[src/rtl/me_unit_if.sv]
// Data-SRAM request/response channel used by the memory-access stage.
interface me_unit_if;
  logic        data_sram_req;
  logic        data_sram_wr;
  logic [1:0]  data_sram_size;
  logic [3:0]  data_sram_wstrb;
  logic [31:0] data_sram_addr;
  logic [31:0] data_sram_wdata;
  logic        data_sram_addr_ok;
  logic        data_sram_data_ok;
  logic [31:0] data_sram_rdata;

  modport master (
    output data_sram_req, data_sram_wr, data_sram_size, data_sram_wstrb,
           data_sram_addr, data_sram_wdata,
    input  data_sram_addr_ok, data_sram_data_ok, data_sram_rdata
  );

  modport slave (
    input  data_sram_req, data_sram_wr, data_sram_size, data_sram_wstrb,
           data_sram_addr, data_sram_wdata,
    output data_sram_addr_ok, data_sram_data_ok, data_sram_rdata
  );
endinterface

[src/rtl/me_unit.sv]
// Memory-access pipeline stage: issues data-SRAM load/store requests, waits for
// completion, aligns/extends load data and hands the result on to writeback.
module me_unit #(
  parameter int EX_BUS_W = 76,
  parameter int WB_BUS_W = 38
) (
  input  logic                clk,
  input  logic                resetn,
  input  logic                EX_Valid,
  input  logic [EX_BUS_W-1:0] EX_to_ME_Bus,
  output logic                ME_Unit_Ready,
  output logic                ME_Valid,
  output logic [WB_BUS_W-1:0] ME_to_WB_Bus,
  input  logic                WB_Unit_Ready,
  output logic [4:0]          ME_fwd_dest,
  me_unit_if.master           sram
);

  typedef enum logic [1:0] {
    S_IDLE = 2'd0,
    S_REQ  = 2'd1,
    S_WAIT = 2'd2,
    S_DONE = 2'd3
  } state_t;

  state_t               state_r, state_nxt_s;
  logic                 me_valid_r;
  logic [EX_BUS_W-1:0]  bus_r;
  logic [31:0]          rbuf_r;

  // Byte enables for a store of the given size at the given low address bits.
  function automatic logic [3:0] store_wstrb(input logic [1:0] size, input logic [1:0] lo);
    logic [3:0] w;
    case (size)
      2'd0:    w = 4'b0001 << lo;
      2'd1:    w = lo[1] ? 4'b1100 : 4'b0011;
      default: w = 4'b1111;
    endcase
    return w;
  endfunction

  // Store data replicated across every lane it could occupy.
  function automatic logic [31:0] store_wdata(input logic [1:0] size, input logic [31:0] d);
    logic [31:0] w;
    case (size)
      2'd0:    w = {4{d[7:0]}};
      2'd1:    w = {2{d[15:0]}};
      default: w = d;
    endcase
    return w;
  endfunction

  // Pick the addressed byte/half out of the word and sign- or zero-extend it.
  function automatic logic [31:0] load_ext(input logic [1:0] size, input logic uns,
                                           input logic [1:0] lo, input logic [31:0] d);
    logic [7:0]  b;
    logic [15:0] h;
    logic [31:0] r;
    case (lo)
      2'd0:    b = d[7:0];
      2'd1:    b = d[15:8];
      2'd2:    b = d[23:16];
      default: b = d[31:24];
    endcase
    h = lo[1] ? d[31:16] : d[15:0];
    case (size)
      2'd0:    r = uns ? {24'h000000, b} : {{24{b[7]}}, b};
      2'd1:    r = uns ? {16'h0000, h} : {{16{h[15]}}, h};
      default: r = d;
    endcase
    return r;
  endfunction

  // Fields of the captured instruction.
  logic [1:0]  size_s;
  logic        uns_s, mem_we_s, mem_re_s, res_from_mem_s, gr_we_s;
  logic [31:0] alu_s, sdata_s, result_s;
  logic [4:0]  dest_s;
  logic        mem_op_s, ready_go_s, capture_s, in_mem_op_s, wb_accept_s, in_req_s;

  assign size_s         = bus_r[75:74];
  assign uns_s          = bus_r[73];
  assign mem_we_s       = bus_r[72];
  assign mem_re_s       = bus_r[71];
  assign alu_s          = bus_r[70:39];
  assign sdata_s        = bus_r[38:7];
  assign res_from_mem_s = bus_r[6];
  assign gr_we_s        = bus_r[5];
  assign dest_s         = bus_r[4:0];

  assign mem_op_s      = mem_we_s | mem_re_s;
  assign ready_go_s    = ~mem_op_s | (state_r == S_DONE);
  assign ME_Unit_Ready = ~me_valid_r | (ready_go_s & WB_Unit_Ready);
  assign ME_Valid      = me_valid_r & ready_go_s;
  assign capture_s     = EX_Valid & ME_Unit_Ready;
  assign in_mem_op_s   = EX_to_ME_Bus[72] | EX_to_ME_Bus[71];
  assign wb_accept_s   = ME_Valid & WB_Unit_Ready;
  assign in_req_s      = (state_r == S_REQ);

  assign result_s     = res_from_mem_s ? load_ext(size_s, uns_s, alu_s[1:0], rbuf_r) : alu_s;
  assign ME_to_WB_Bus = {gr_we_s, dest_s, result_s};
  assign ME_fwd_dest  = (ME_Valid & gr_we_s) ? dest_s : 5'd0;

  // Request fields come from the held bus register and are only driven while requesting.
  assign sram.data_sram_req   = in_req_s;
  assign sram.data_sram_wr    = in_req_s & mem_we_s;
  assign sram.data_sram_size  = in_req_s ? size_s : 2'd0;
  assign sram.data_sram_addr  = in_req_s ? alu_s : 32'h0000_0000;
  assign sram.data_sram_wstrb = (in_req_s & mem_we_s) ? store_wstrb(size_s, alu_s[1:0]) : 4'h0;
  assign sram.data_sram_wdata = (in_req_s & mem_we_s) ? store_wdata(size_s, sdata_s) : 32'h0000_0000;

  // Pipeline valid bit and instruction capture from EX.
  always_ff @(posedge clk or negedge resetn) begin
    if (!resetn) begin
      me_valid_r <= 1'b0;
      bus_r      <= '0;
    end else begin
      if (ME_Unit_Ready) me_valid_r <= EX_Valid;
      if (capture_s)     bus_r      <= EX_to_ME_Bus;
    end
  end

  // FSM state and load-response buffer.
  always_ff @(posedge clk or negedge resetn) begin
    if (!resetn) begin
      state_r <= S_IDLE;
      rbuf_r  <= 32'h0000_0000;
    end else begin
      state_r <= state_nxt_s;
      if ((state_r == S_WAIT) && sram.data_sram_data_ok) rbuf_r <= sram.data_sram_rdata;
    end
  end

  // Next-state: request, wait for response, hold result until WB takes it.
  always_comb begin
    state_nxt_s = state_r;
    case (state_r)
      S_IDLE: begin
        if (capture_s && in_mem_op_s) state_nxt_s = S_REQ;
        else                          state_nxt_s = S_IDLE;
      end
      S_REQ: begin
        if (sram.data_sram_addr_ok) state_nxt_s = S_WAIT;
        else                        state_nxt_s = S_REQ;
      end
      S_WAIT: begin
        if (sram.data_sram_data_ok) state_nxt_s = S_DONE;
        else                        state_nxt_s = S_WAIT;
      end
      S_DONE: begin
        if (wb_accept_s && capture_s && in_mem_op_s) state_nxt_s = S_REQ;
        else if (wb_accept_s)                        state_nxt_s = S_IDLE;
        else                                         state_nxt_s = S_DONE;
      end
      default: state_nxt_s = S_IDLE;
    endcase
  end

endmodule
[src/flat_wrapper.sv]
// flat-port wrapper written by rule: the top's interface ports become plain ports
module me_unit_flat 
#(
  parameter int EX_BUS_W = 76,
  parameter int WB_BUS_W = 38
)
  (clk, resetn, EX_Valid, EX_to_ME_Bus, ME_Unit_Ready, ME_Valid, ME_to_WB_Bus, WB_Unit_Ready, ME_fwd_dest, sram_data_sram_req, sram_data_sram_wr, sram_data_sram_size, sram_data_sram_wstrb, sram_data_sram_addr, sram_data_sram_wdata, sram_data_sram_addr_ok, sram_data_sram_data_ok, sram_data_sram_rdata);
  me_unit_if sram_i ();
  input  logic clk;
  input  logic resetn;
  input  logic EX_Valid;
  input  logic [EX_BUS_W-1:0] EX_to_ME_Bus;
  output logic ME_Unit_Ready;
  output logic ME_Valid;
  output logic [WB_BUS_W-1:0] ME_to_WB_Bus;
  input  logic WB_Unit_Ready;
  output logic [4:0] ME_fwd_dest;
  output wire logic [$bits(sram_i.data_sram_req)-1:0] sram_data_sram_req;
  output wire logic [$bits(sram_i.data_sram_wr)-1:0] sram_data_sram_wr;
  output wire logic [$bits(sram_i.data_sram_size)-1:0] sram_data_sram_size;
  output wire logic [$bits(sram_i.data_sram_wstrb)-1:0] sram_data_sram_wstrb;
  output wire logic [$bits(sram_i.data_sram_addr)-1:0] sram_data_sram_addr;
  output wire logic [$bits(sram_i.data_sram_wdata)-1:0] sram_data_sram_wdata;
  input wire logic [$bits(sram_i.data_sram_addr_ok)-1:0] sram_data_sram_addr_ok;
  input wire logic [$bits(sram_i.data_sram_data_ok)-1:0] sram_data_sram_data_ok;
  input wire logic [$bits(sram_i.data_sram_rdata)-1:0] sram_data_sram_rdata;
  assign sram_data_sram_req = sram_i.data_sram_req;
  assign sram_data_sram_wr = sram_i.data_sram_wr;
  assign sram_data_sram_size = sram_i.data_sram_size;
  assign sram_data_sram_wstrb = sram_i.data_sram_wstrb;
  assign sram_data_sram_addr = sram_i.data_sram_addr;
  assign sram_data_sram_wdata = sram_i.data_sram_wdata;
  assign sram_i.data_sram_addr_ok = sram_data_sram_addr_ok;
  assign sram_i.data_sram_data_ok = sram_data_sram_data_ok;
  assign sram_i.data_sram_rdata = sram_data_sram_rdata;
  me_unit #(.EX_BUS_W(EX_BUS_W), .WB_BUS_W(WB_BUS_W)) u_core (.clk(clk), .resetn(resetn), .EX_Valid(EX_Valid), .EX_to_ME_Bus(EX_to_ME_Bus), .ME_Unit_Ready(ME_Unit_Ready), .ME_Valid(ME_Valid), .ME_to_WB_Bus(ME_to_WB_Bus), .WB_Unit_Ready(WB_Unit_Ready), .ME_fwd_dest(ME_fwd_dest), .sram(sram_i));
endmodule
[config.mk]
export PLATFORM = sky130hd
export DESIGN_NAME = me_unit_flat
export DESIGN_NICKNAME = d
export VERILOG_FILES = /design/src/rtl/me_unit_if.sv /design/src/rtl/me_unit.sv /design/src/flat_wrapper.sv
export SDC_FILE = /design/constraint.sdc
export NUM_CORES = 1
export LEC_CHECK = 0
export CORE_MARGIN = 4
export CORE_UTILIZATION = 40
export DETAILED_ROUTE_END_ITERATION = 8
export PLACE_DENSITY = 0.71
export SYNTH_ARGS = -nofsm -noshare
export SYNTH_HDL_FRONTEND = slang
export SYNTH_SLANG_ARGS = --single-unit
[constraint.sdc]
create_clock -name clk -period 3.1 [get_ports clk]
set_clock_uncertainty 0.1 [all_clocks]
set_input_delay 0.775 -clock clk [delete_from_list [all_inputs] [get_ports clk]]
set_output_delay 0.775 -clock clk [all_outputs]
set_load 0.01 [all_outputs]
==> run summary <==
post-synth top area share: 0.363
Initial Util: 0.407
worst skew pair latency: 350 ps
sw frac: 0.444
die area: 21400 um^2
r2r worst-path depth: 4
Core ar.: 18800 um^2
CTS root buf: clkbuf_16
Nets: 1149
clock-pin slew on the worst setup and hold paths: 80 ps
CP Launch Type: flip-flop
row count: 50
final setup fails: 0
Seq/Total Area, Yosys: 0.363
max-slew violations: 0
overall routing resource usage: 0.241
Avg WL per Cell: 20.6 um
crit path capture type: primary output
vias in the first global route: 7140
CTS Buf Count: 9
pwr/cell area: 1040 nW/um^2
Yosys Warn Count: 0
ys async rst share: 1.00
placed cell areas: 10000 um^2
DR iter-0 viols: 505
largest net degree at the start of global routing: 79
DRC errors left: 0
first-pass detailed-route iteration total: 5
design area: 10500 um^2
Net Sw Power: 0.00486 W
fin crit share: 0.969
GP Congestion: 0.900
Top FF cell, synth: dfrtp_1
ratio of cells with drive above 1 in the final layout: 0.165
Max Freq: 0.333 GHz
status: finished clean
FF-to-FF setup slack: 950 ps
Comb power frac: 0.608
distinct cell type count after synthesis: 49
Slew headroom: 0.316
Layout area overhead: 37.5%
post-synthesis cell count: 854
M2 GR Usage: 0.371
Core Util, Final: 0.560
# H-tree levels: 3
CP dominant cell by count: buf_4
Reg power frac: 0.278
DR vias: 7386
clock power share: 0.113
EDFF count, synth: 0
reg2reg start: u_core.state_r[0]
DIE HEIGHT: 146 um
cell area after synthesis: 7640 um^2
RSZ-0062 raised after global routing: no
static leakage: 4.41 nW
final hold violations: 0
CP required: 2220 ps
CP Class: flip-flop to primary output
CTS Hold Bufs: 0
total global routing overflow: 0
WP data arrival: 2130 ps
commonest cells after routing, fill and taps aside: 185 x clkdlybuf4s50_1, 134 x nand2_1, 133 x o211ai_1
met3 Track Usage GR: 0.0515
slowest stage cell on the critical path: dfrtp_2
HP Class: input port to asynchronous set/reset pin
cell type with the highest aggregate area in the netlist: dfrtp_1
CP delay by family, top: buffers and inverters
M1 GR Usage: 0.344
initial antenna violation count: 3
Seq cells post-synth: 111
GR peak layer: met2
Avg Cell Area, Syn: 8.95 um^2
max_cap viols: 0
internal power: 0.00609 W
CTS Sinks: 111
commonest non-fill, non-tap cell in the layout: clkdlybuf4s50_1
min cycle time layout: 3000 ps
worst-path maximum fanout: 9
WL final: 26300 um
Reg2Reg Capture Point: u_core.bus_r[39]
Slew @ Worst Pin: 1030 ps
Final ANT Viol Nets: 0
drt via density: 5.78
CTS tree: yes
clock tree buffer depth: 2
input/output buffers: 230
dpl hpwl: 17400 um
CP bufs+invs: 3
global-route wire length before repair: 41700 um
io pins: 231
maximum VDD drop: 0.541 mV
Max stage delay on crit path: 500 ps
Synth Net Count: 968
width of the die: 146 um
crit-path cells: buf_4 > nand2b_1 > buf_4 > a32oi_1 > o221ai_1 > dlygate4sd2_1
Synth area leaders: dfrtp_1 36%, o211ai_1 13%, mux2_2 7.1%
[power groups by stage]
stage | Clock [W] | Sequential [W] | Combinational (W)
2_1_floorplan | 0 | 0.00262 | 0.00437
3_3_place_gp | 0 | 0.00298 | 0.00664
3_5_place_dp | 0 | 0.00303 | 0.00674
4_1_cts | 0.00128 | 0.00302 | 0.00668
5_1_grt | 0.00133 | 0.00315 | 0.00725
6_report | 0.00124 | 0.00305 | 0.00666
[state kept, by name, indices dropped and copies added, names as in the netlist]
register / cells
u_core.bus_r: 76
u_core.me_valid_r: 1
u_core.rbuf_r: 32
u_core.state_r: 2
[cells in the mapped netlist, drive strengths merged, types with 2 or more instances]
library cell / count
o211ai: 152
nand2: 134
dfrtp: 111
nand2b: 79
buf: 52
mux2: 50
clkbuf: 47
and2: 35
a21oi: 30
nor2: 29
a31o: 16
a41oi: 16
and3: 13
inv: 13
a31oi: 8
mux2i: 8
a32oi: 7
and3b: 7
o221ai: 7
o22ai: 7
or2: 4
nor2b: 3
nor3: 3
o21a: 3
o21ai: 3
nand3b: 2
nor3b: 2
[per-layer routing]
metal  wire length (um)  up-vias
met5                  0        -
met4                401        0
met3               1750       28
met2              12300      276
met1              11900     3636
li1                   -     3446
[worst reg2reg max path, delay by kind of cell, from the launching register on]
family	cells	cell delay (ps)
flops	1	490
compound gates	3	640
buf+inv	1	760
[metrics by stage]
step / setup TNS (ps) / setup WS (ps) / hold WS (ps) / power, W / instances
floorplan: 0 / 738 / 379 / 0.00699 / 854
global placement: 0 / 122 / 388 / 0.00962 / 1249
detailed placement: 0 / 117 / 395 / 0.00977 / 1249
CTS: -34.4 / -34.4 / 346 / 0.0110 / 1273
global route: 0 / 1.81 / 356 / 0.0117 / 1277
finish: 0 / 95.9 / 319 / 0.0110 / 1277
[final cells by class]
class / count / area (um^2)
clock inverters: 7 / 78.8
diodes: 3 / 7.51
repair buffers: 269 / 2680
flip-flops and latches: 111 / 2790
fillers: 1729 / 8260
well taps: 234 / 293
multi-input cells: 631 / 4390
clock buffers: 9 / 225
inverters: 13 / 48.8
[cells by family after synthesis]
logic type      count (synthesis)  synth area share
compound gates                255             0.265
buf+inv                       112            0.0745
flops                         111             0.363
mux                            58            0.0851
simple gates                  318             0.212
[worst max path at each step]
| stage | start | endpoint | slack (ps) | depth (start not counted) |
|---|---|---|---|---|
| finish | u_core.bus_r[74] | ME_to_WB_Bus[3] | 100 | 6 |
| global route | u_core.bus_r[74] | ME_to_WB_Bus[4] | 2 | 6 |
| CTS | u_core.bus_r[40] | ME_to_WB_Bus[31] | -30 | 6 |
| detailed placement | WB_Unit_Ready | ME_Unit_Ready | 120 | 5 |
| global placement | WB_Unit_Ready | ME_Unit_Ready | 120 | 5 |
| floorplan | WB_Unit_Ready | ME_Unit_Ready | 740 | 6 |
[repair_timing]
item,CTS,global route
gates resized for setup,46,21
setup buffers,8,1
pin swaps,2,0
endpoints found under the setup margin,51,20
gates cloned,0,0
Power figures use the tool's default switching activity.
